**src/rtl/iir_cascade_tdm.sv**
```systemverilog
// Cascade of direct-form-I biquads sharing one multiplier.
// Each section takes five MAC cycles plus one writeback cycle.
module iir_cascade_tdm #(
  parameter  int DATA_W  = 16,
  parameter  int COEF_W  = 16,
  parameter  int FRAC    = 14,
  parameter  int MAX_SEC = 4,
  localparam int OW      = $clog2(MAX_SEC + 1),
  localparam int AW      = $clog2(5 * MAX_SEC)
) (
  input  logic                     clk,
  input  logic                     reset,
  input  logic                     in_valid,
  output logic                     in_ready,
  input  logic signed [DATA_W-1:0] in_data,
  input  logic [OW-1:0]            order,
  output logic                     out_valid,
  input  logic                     out_ready,
  output logic signed [DATA_W-1:0] out_data,
  input  logic                     coef_we,
  input  logic [AW-1:0]            coef_addr,
  input  logic signed [COEF_W-1:0] coef_data,
  input  logic                     clear_state,
  output logic                     busy,
  output logic                     sat_flag
);

  localparam int ACC_W = DATA_W + COEF_W + 4;
  localparam int PW    = DATA_W + COEF_W;
  localparam int NC    = 5 * MAX_SEC;
  localparam int SW    = (MAX_SEC > 1) ? $clog2(MAX_SEC) : 1;

  localparam logic signed [ACC_W-1:0] HALF =
    ACC_W'(64'sd1 <<< (FRAC - 1));
  localparam logic signed [ACC_W-1:0] YMAX =
    ACC_W'((64'sd1 <<< (DATA_W - 1)) - 64'sd1);
  localparam logic signed [ACC_W-1:0] YMIN = ~YMAX;

  typedef enum logic [1:0] {
    IDLE,
    MAC,
    WB,
    OUT
  } state_t;

  state_t state, state_nx;

  logic signed [COEF_W-1:0] coef [NC];
  logic signed [DATA_W-1:0] x1 [MAX_SEC];
  logic signed [DATA_W-1:0] x2 [MAX_SEC];
  logic signed [DATA_W-1:0] y1 [MAX_SEC];
  logic signed [DATA_W-1:0] y2 [MAX_SEC];

  logic signed [DATA_W-1:0] x_cur;
  logic signed [ACC_W-1:0]  acc;
  logic [SW-1:0]            sec;
  logic [SW-1:0]            last;
  logic [2:0]               k;

  logic                     hs;
  logic                     clr;
  logic                     wr;
  logic [OW-1:0]            ord_c;
  logic [AW-1:0]            cidx;
  logic signed [COEF_W-1:0] op_c;
  logic signed [DATA_W-1:0] op_d;
  logic                     neg;
  logic signed [PW-1:0]     prod;
  logic signed [ACC_W-1:0]  prod_x;
  logic signed [ACC_W-1:0]  rnd;
  logic signed [ACC_W-1:0]  shf;
  logic signed [DATA_W-1:0] y;
  logic                     sat_now;

  assign in_ready  = (state == IDLE) && !reset && !clear_state;
  assign hs        = in_valid && in_ready;
  assign clr       = (state == IDLE) && clear_state && !reset;
  assign wr        = coef_we && (state == IDLE) &&
                     (coef_addr < AW'(NC));
  assign ord_c     = (order > OW'(MAX_SEC)) ? OW'(MAX_SEC) : order;
  assign busy      = (state != IDLE);
  assign out_valid = (state == OUT);

  assign cidx = AW'(5 * int'(sec)) + AW'(k);

  always_comb begin
    op_c = coef[cidx];
    op_d = x_cur;
    neg  = 1'b0;
    unique case (k)
      3'd1: op_d = x1[sec];
      3'd2: op_d = x2[sec];
      3'd3: begin
        op_d = y1[sec];
        neg  = 1'b1;
      end
      3'd4: begin
        op_d = y2[sec];
        neg  = 1'b1;
      end
      default: op_d = x_cur;
    endcase
  end

  assign prod   = op_c * op_d;
  assign prod_x = {{(ACC_W - PW){prod[PW-1]}}, prod};

  // round half up, then clamp to the sample range
  assign rnd = acc + HALF;
  assign shf = rnd >>> FRAC;

  always_comb begin
    sat_now = 1'b0;
    y       = shf[DATA_W-1:0];
    if (shf > YMAX) begin
      sat_now = 1'b1;
      y       = YMAX[DATA_W-1:0];
    end else if (shf < YMIN) begin
      sat_now = 1'b1;
      y       = YMIN[DATA_W-1:0];
    end
  end

  always_comb begin
    state_nx = state;
    unique case (state)
      IDLE: if (hs) state_nx = (ord_c == '0) ? OUT : MAC;
      MAC:  if (k == 3'd4) state_nx = WB;
      WB:   state_nx = (sec == last) ? OUT : MAC;
      OUT:  if (out_ready) state_nx = IDLE;
      default: state_nx = IDLE;
    endcase
  end

  always_ff @(posedge clk) begin
    if (reset) state <= IDLE;
    else       state <= state_nx;
  end

  always_ff @(posedge clk) begin
    if (reset) begin
      for (int i = 0; i < NC; i++) coef[i] <= '0;
      for (int i = 0; i < MAX_SEC; i++) begin
        x1[i] <= '0;
        x2[i] <= '0;
        y1[i] <= '0;
        y2[i] <= '0;
      end
      x_cur    <= '0;
      acc      <= '0;
      sec      <= '0;
      last     <= '0;
      k        <= '0;
      out_data <= '0;
      sat_flag <= 1'b0;
    end else begin
      if (wr) coef[coef_addr] <= coef_data;
      if (clr) begin
        for (int i = 0; i < MAX_SEC; i++) begin
          x1[i] <= '0;
          x2[i] <= '0;
          y1[i] <= '0;
          y2[i] <= '0;
        end
      end
      unique case (state)
        IDLE: begin
          if (hs) begin
            x_cur <= in_data;
            acc   <= '0;
            k     <= '0;
            sec   <= '0;
            last  <= SW'(ord_c - 1'b1);
            if (ord_c == '0) out_data <= in_data;
          end
        end
        MAC: begin
          acc <= neg ? (acc - prod_x) : (acc + prod_x);
          k   <= k + 3'd1;
        end
        WB: begin
          x1[sec] <= x_cur;
          x2[sec] <= x1[sec];
          y1[sec] <= y;
          y2[sec] <= y1[sec];
          x_cur   <= y;
          acc     <= '0;
          k       <= '0;
          if (sat_now) sat_flag <= 1'b1;
          if (sec == last) out_data <= y;
          else             sec      <= sec + 1'b1;
        end
        default: ;
      endcase
    end
  end

endmodule

```
**config.mk**
```make
export PLATFORM = sky130hd
export DESIGN_NAME = iir_cascade_tdm
export DESIGN_NICKNAME = d
export VERILOG_FILES = /design/src/rtl/iir_cascade_tdm.sv
export SDC_FILE = /design/constraint.sdc
export NUM_CORES = 2
export LEC_CHECK = 0
export BUFFER_PORTS_ARGS = -buffer_cell sky130_fd_sc_hd__buf_4
export CORE_MARGIN = 2
export CORE_UTILIZATION = 45
export DETAILED_ROUTE_END_ITERATION = 12
export PLACE_DENSITY = 0.65
export SETUP_SLACK_MARGIN = 0.4
export SLEW_MARGIN = 10
export SYNTH_ARGS = -nofsm -noshare
export SYNTH_HDL_FRONTEND = slang
export SYNTH_SLANG_ARGS = --single-unit
```
**constraint.sdc**
```tcl
create_clock -name clk -period 11.9 [get_ports clk]
set_clock_uncertainty 0.1 [all_clocks]
set_input_delay 1.19 -clock clk [delete_from_list [all_inputs] [get_ports clk]]
set_output_delay 1.19 -clock clk [all_outputs]
set_load 0.05 [all_outputs]
```
==> impl_results.md <==
- Max Cap Violations: 0
- IO buf count: 65
- Boundary pin count: 66
- First-pass GRT wire length: about 190000 microns
- Path type of the worst setup path: reg -> reg
- Fin crit period: between 10 and 15 ns
- CTS buffer count: just over 90
- Yosys reg bits: between 800 and 900
- Setup violation total in the final timing report: 0
- Initial drt markers: 2731
- N_diodes: 0
- Async set or reset register ratio after synthesis: 0%
- Critical path peak fanout: 16
- Commonest cells post-synth: edfxtp_1 (768), nor2_1 (348), and2_1 (342)
- Full die area: roughly 110000 sq um
- Data arrival, critical path: 11.38 ns
- Layout area overhead: 12.83%
- Largest cells by area after synthesis: edfxtp_1 (47%), fa_1 (11%), mux4_2 (10%), and2_1 (4.3%), ha_1 (3.4%)
- Gr usage total: about 22%
- Post-Syn Area: 49530 sq um
- HP Class: reg -> reg
- Worst setup EP type: flop
- Global route overflow: 0
- Synthesized area per cell: between 10 and 15 sq um
- Final #Nets: approximately 4500
- Antenna violations before repair: 1
- Pwr/cell area: roughly 190 nW/um^2
- Fmax: between 0.09 and 0.1 GHz
- Total wire length: roughly 120000 microns
- Root buf cell: clkbuf_16
- CTS Hold Buffers Added: 0
- Antenna viol nets, final: 0
- RePlAce Congestion: 0.8867
- Crit share post-route: roughly 90%
- Clock slew at reported path FFs: approximately 0.060 ns
- CTS H-tree depth: 3
- Prevailing post-synth register cell: edfxtp_1
- Slew headroom: between 20% and 30%
- Worst path max stage delay: slightly below 0.7 ns
- Worst-Skew Late Latency: between 0.6 and 0.7 ns
- Drt via density: ~5.5
- Required time worst endpoint: 12.37 ns
- Drt wl/cell: ~22 microns
- Status: finished, final reports clean
- Row count: approximately 120
- Filler cell count: just over 9000
- Share of cells above drive strength 1: 16.29%
- Die height: between 300 and 400 microns
- Vias in the first global route: between 30000 and 40000
- Seq/Total Area, Yosys: 49.80%
- Synth area leader: edfxtp_1
- Mapped Cells: 3818
- CTS tree: done
- Fin. Hold Viols: 0
- Leak: roughly 23 nW
- Dpl hpwl: 82380 microns
- Yosys cell types: roughly 90
- Power Total: ~11 mW
- Pre-antenna DRT Iters: 8
- Clock tree sinks: around 850
- Critical path's slowest cell: fa_2
- Worst-Margin Slew: ~1.1 ns
- Chip Width: around 340 microns
- Setup_tns: 0 ns
- Hold Worst Slack: 0.3646 ns
- Initial Util: 45.44%
- Max VDD drop: approximately 0.16 mV
- Core footprint: between 100000 and 150000 sq um
- CP most frequent cell: fa_1
- RSZ-0062 raised after global routing: no
- Startpoint types: flop
- Largest net degree at the start of global routing: approximately 120
- Routed vias: between 30000 and 40000
- Syn. warnings: 0
- CTS Buffer Depth: 3
- Count leader, synth: edfxtp_1
- Synth top area share: a little under half
- DR DRC count: 0
- Max-slew violations: 0
- Post-synth EDFFs: approximately 770
-- worst max-delay path, delay by kind of cell, from the launching register on --
kind            cells  cell delay (ns)
simple gates        7             1.46
mux                 2             0.76
fa+ha+maj          11             4.80
compound gates     10             2.16
flops               1             0.42
xor+xnor            1             0.24
buf+inv             7             0.80
-- registers in the layout (all words and copies together), names as in the netlist, named ones only --
register / flops
y1: 64
acc: 36
sat_flag: 1
sec: 2
state: 2
last: 2
y2: 64
out_data: 16
coef: 512
k: 3
x_cur: 16
x2: 64
x1: 64
-- per-layer routing --
layer	track usage (%)	up-vias	routed length (microns)
met2	38.08	968	61970
met5	0	-	13
met1	29.15	15610	49850
met4	6.307	2	3154
met3	2.860	184	7346
li1	-	13850	-
-- final cells by class --
class	count	area, sq um	share of cell area, %
Sequential cell	848	24670	44.15
Multi-Input combinational cell	2603	23640	42.30
Clock buffer	118	2404	4.301
Tap cell	1414	1769	3.166
Timing Repair Buffer	187	1612	2.884
Inverter	327	1227	2.196
Clock inverter	49	563.0	1.008
-- cells by family (layout without fill, tap and decap cells) --
family | Yosys count | after routing | share of synthesized area, %
xor gates and xnor gates | 108 | 108 | 1.925
adders and majority gates | 399 | 399 | 14.10
AOI/OAI and AO/OA | 368 | 368 | 5.060
buffers and inverters | 558 | 681 | 4.317
DFF | 848 | 848 | 49.80
other | 1 | 192 | 0.007571
muxes | 260 | 260 | 10.97
and+or+nand+nor | 1276 | 1276 | 13.83
-- worst paths after layout --
path | start | to | slack, ns | cells past startpoint
setup / recovery | k[1]$_SDFFE_PP0P_ | acc[32]$_SDFFE_PP0P_ | 0.99 | 38
hold / removal | acc[3]$_SDFFE_PP0P_ | acc[3]$_SDFFE_PP0P_ | 0.36 | 2
setup reg to reg | k[1]$_SDFFE_PP0P_ | acc[32]$_SDFFE_PP0P_ | 0.99 | 38
hold reg to reg | acc[3]$_SDFFE_PP0P_ | acc[3]$_SDFFE_PP0P_ | 0.36 | 2
-- through the flow --
| step | util [%] | worst slack (ns) | cell area [sq um] | std cells |
|---|---|---|---|---|
| after floorplan | - | 0.9629 | 50250 | 4009 |
| after global placement | 48.45 | 0.7969 | 52810 | 5376 |
| after detailed placement | 48.45 | 0.7026 | 52810 | 5376 |
| after CTS | 51.17 | 0.6692 | 55780 | 5543 |
| after global routing | 51.27 | 0.3972 | 55880 | 5546 |
| final | 51.27 | 0.9877 | 55880 | 5546 |
-- power by group --
part | internal (mW) | leakage (nW) | total [mW] | switching [mW]
clock network | 1.60 | 1.44 | 2.82 | 1.22
logic | 1.72 | 12.7 | 4.31 | 2.60
registers | 3.46 | 8.64 | 3.56 | 0.101
-- timing repair --
| action | CTS | global route |
|---|---|---|
| endpoints found under the setup margin | 0 | 8 |
| resized for setup | 0 | 13 |
| buffers inserted | 0 | 1 |
-- placed cells by master, fill, tap and decap left out, types with 9 or more instances in the layout --
cell and count:
nor3_1 18, nand4_1 11, or3_1 16, ha_1 132
nor2_1 338, a22oi_1 43, or2_2 67, nand2_1 115
nand3_1 23, clkinv_1 14, fa_1 264, xnor2_1 55
clkinv_2 15, o21ai_0 58, and2_1 342, nand2b_1 80
mux2i_1 32, buf_12 12, clkbuf_16 93, xor2_1 51
nor2_2 9, inv_1 326, dfxtp_1 76, edfxtp_1 768
a21oi_1 84, conb_1 192, a31oi_1 11, buf_4 167
o21ai_1 22, mux4_2 225, o21a_1 26, nor2b_1 17
and3_1 203, a21o_1 25, clkbuf_1 23
(Power assumes the default switching activity.)
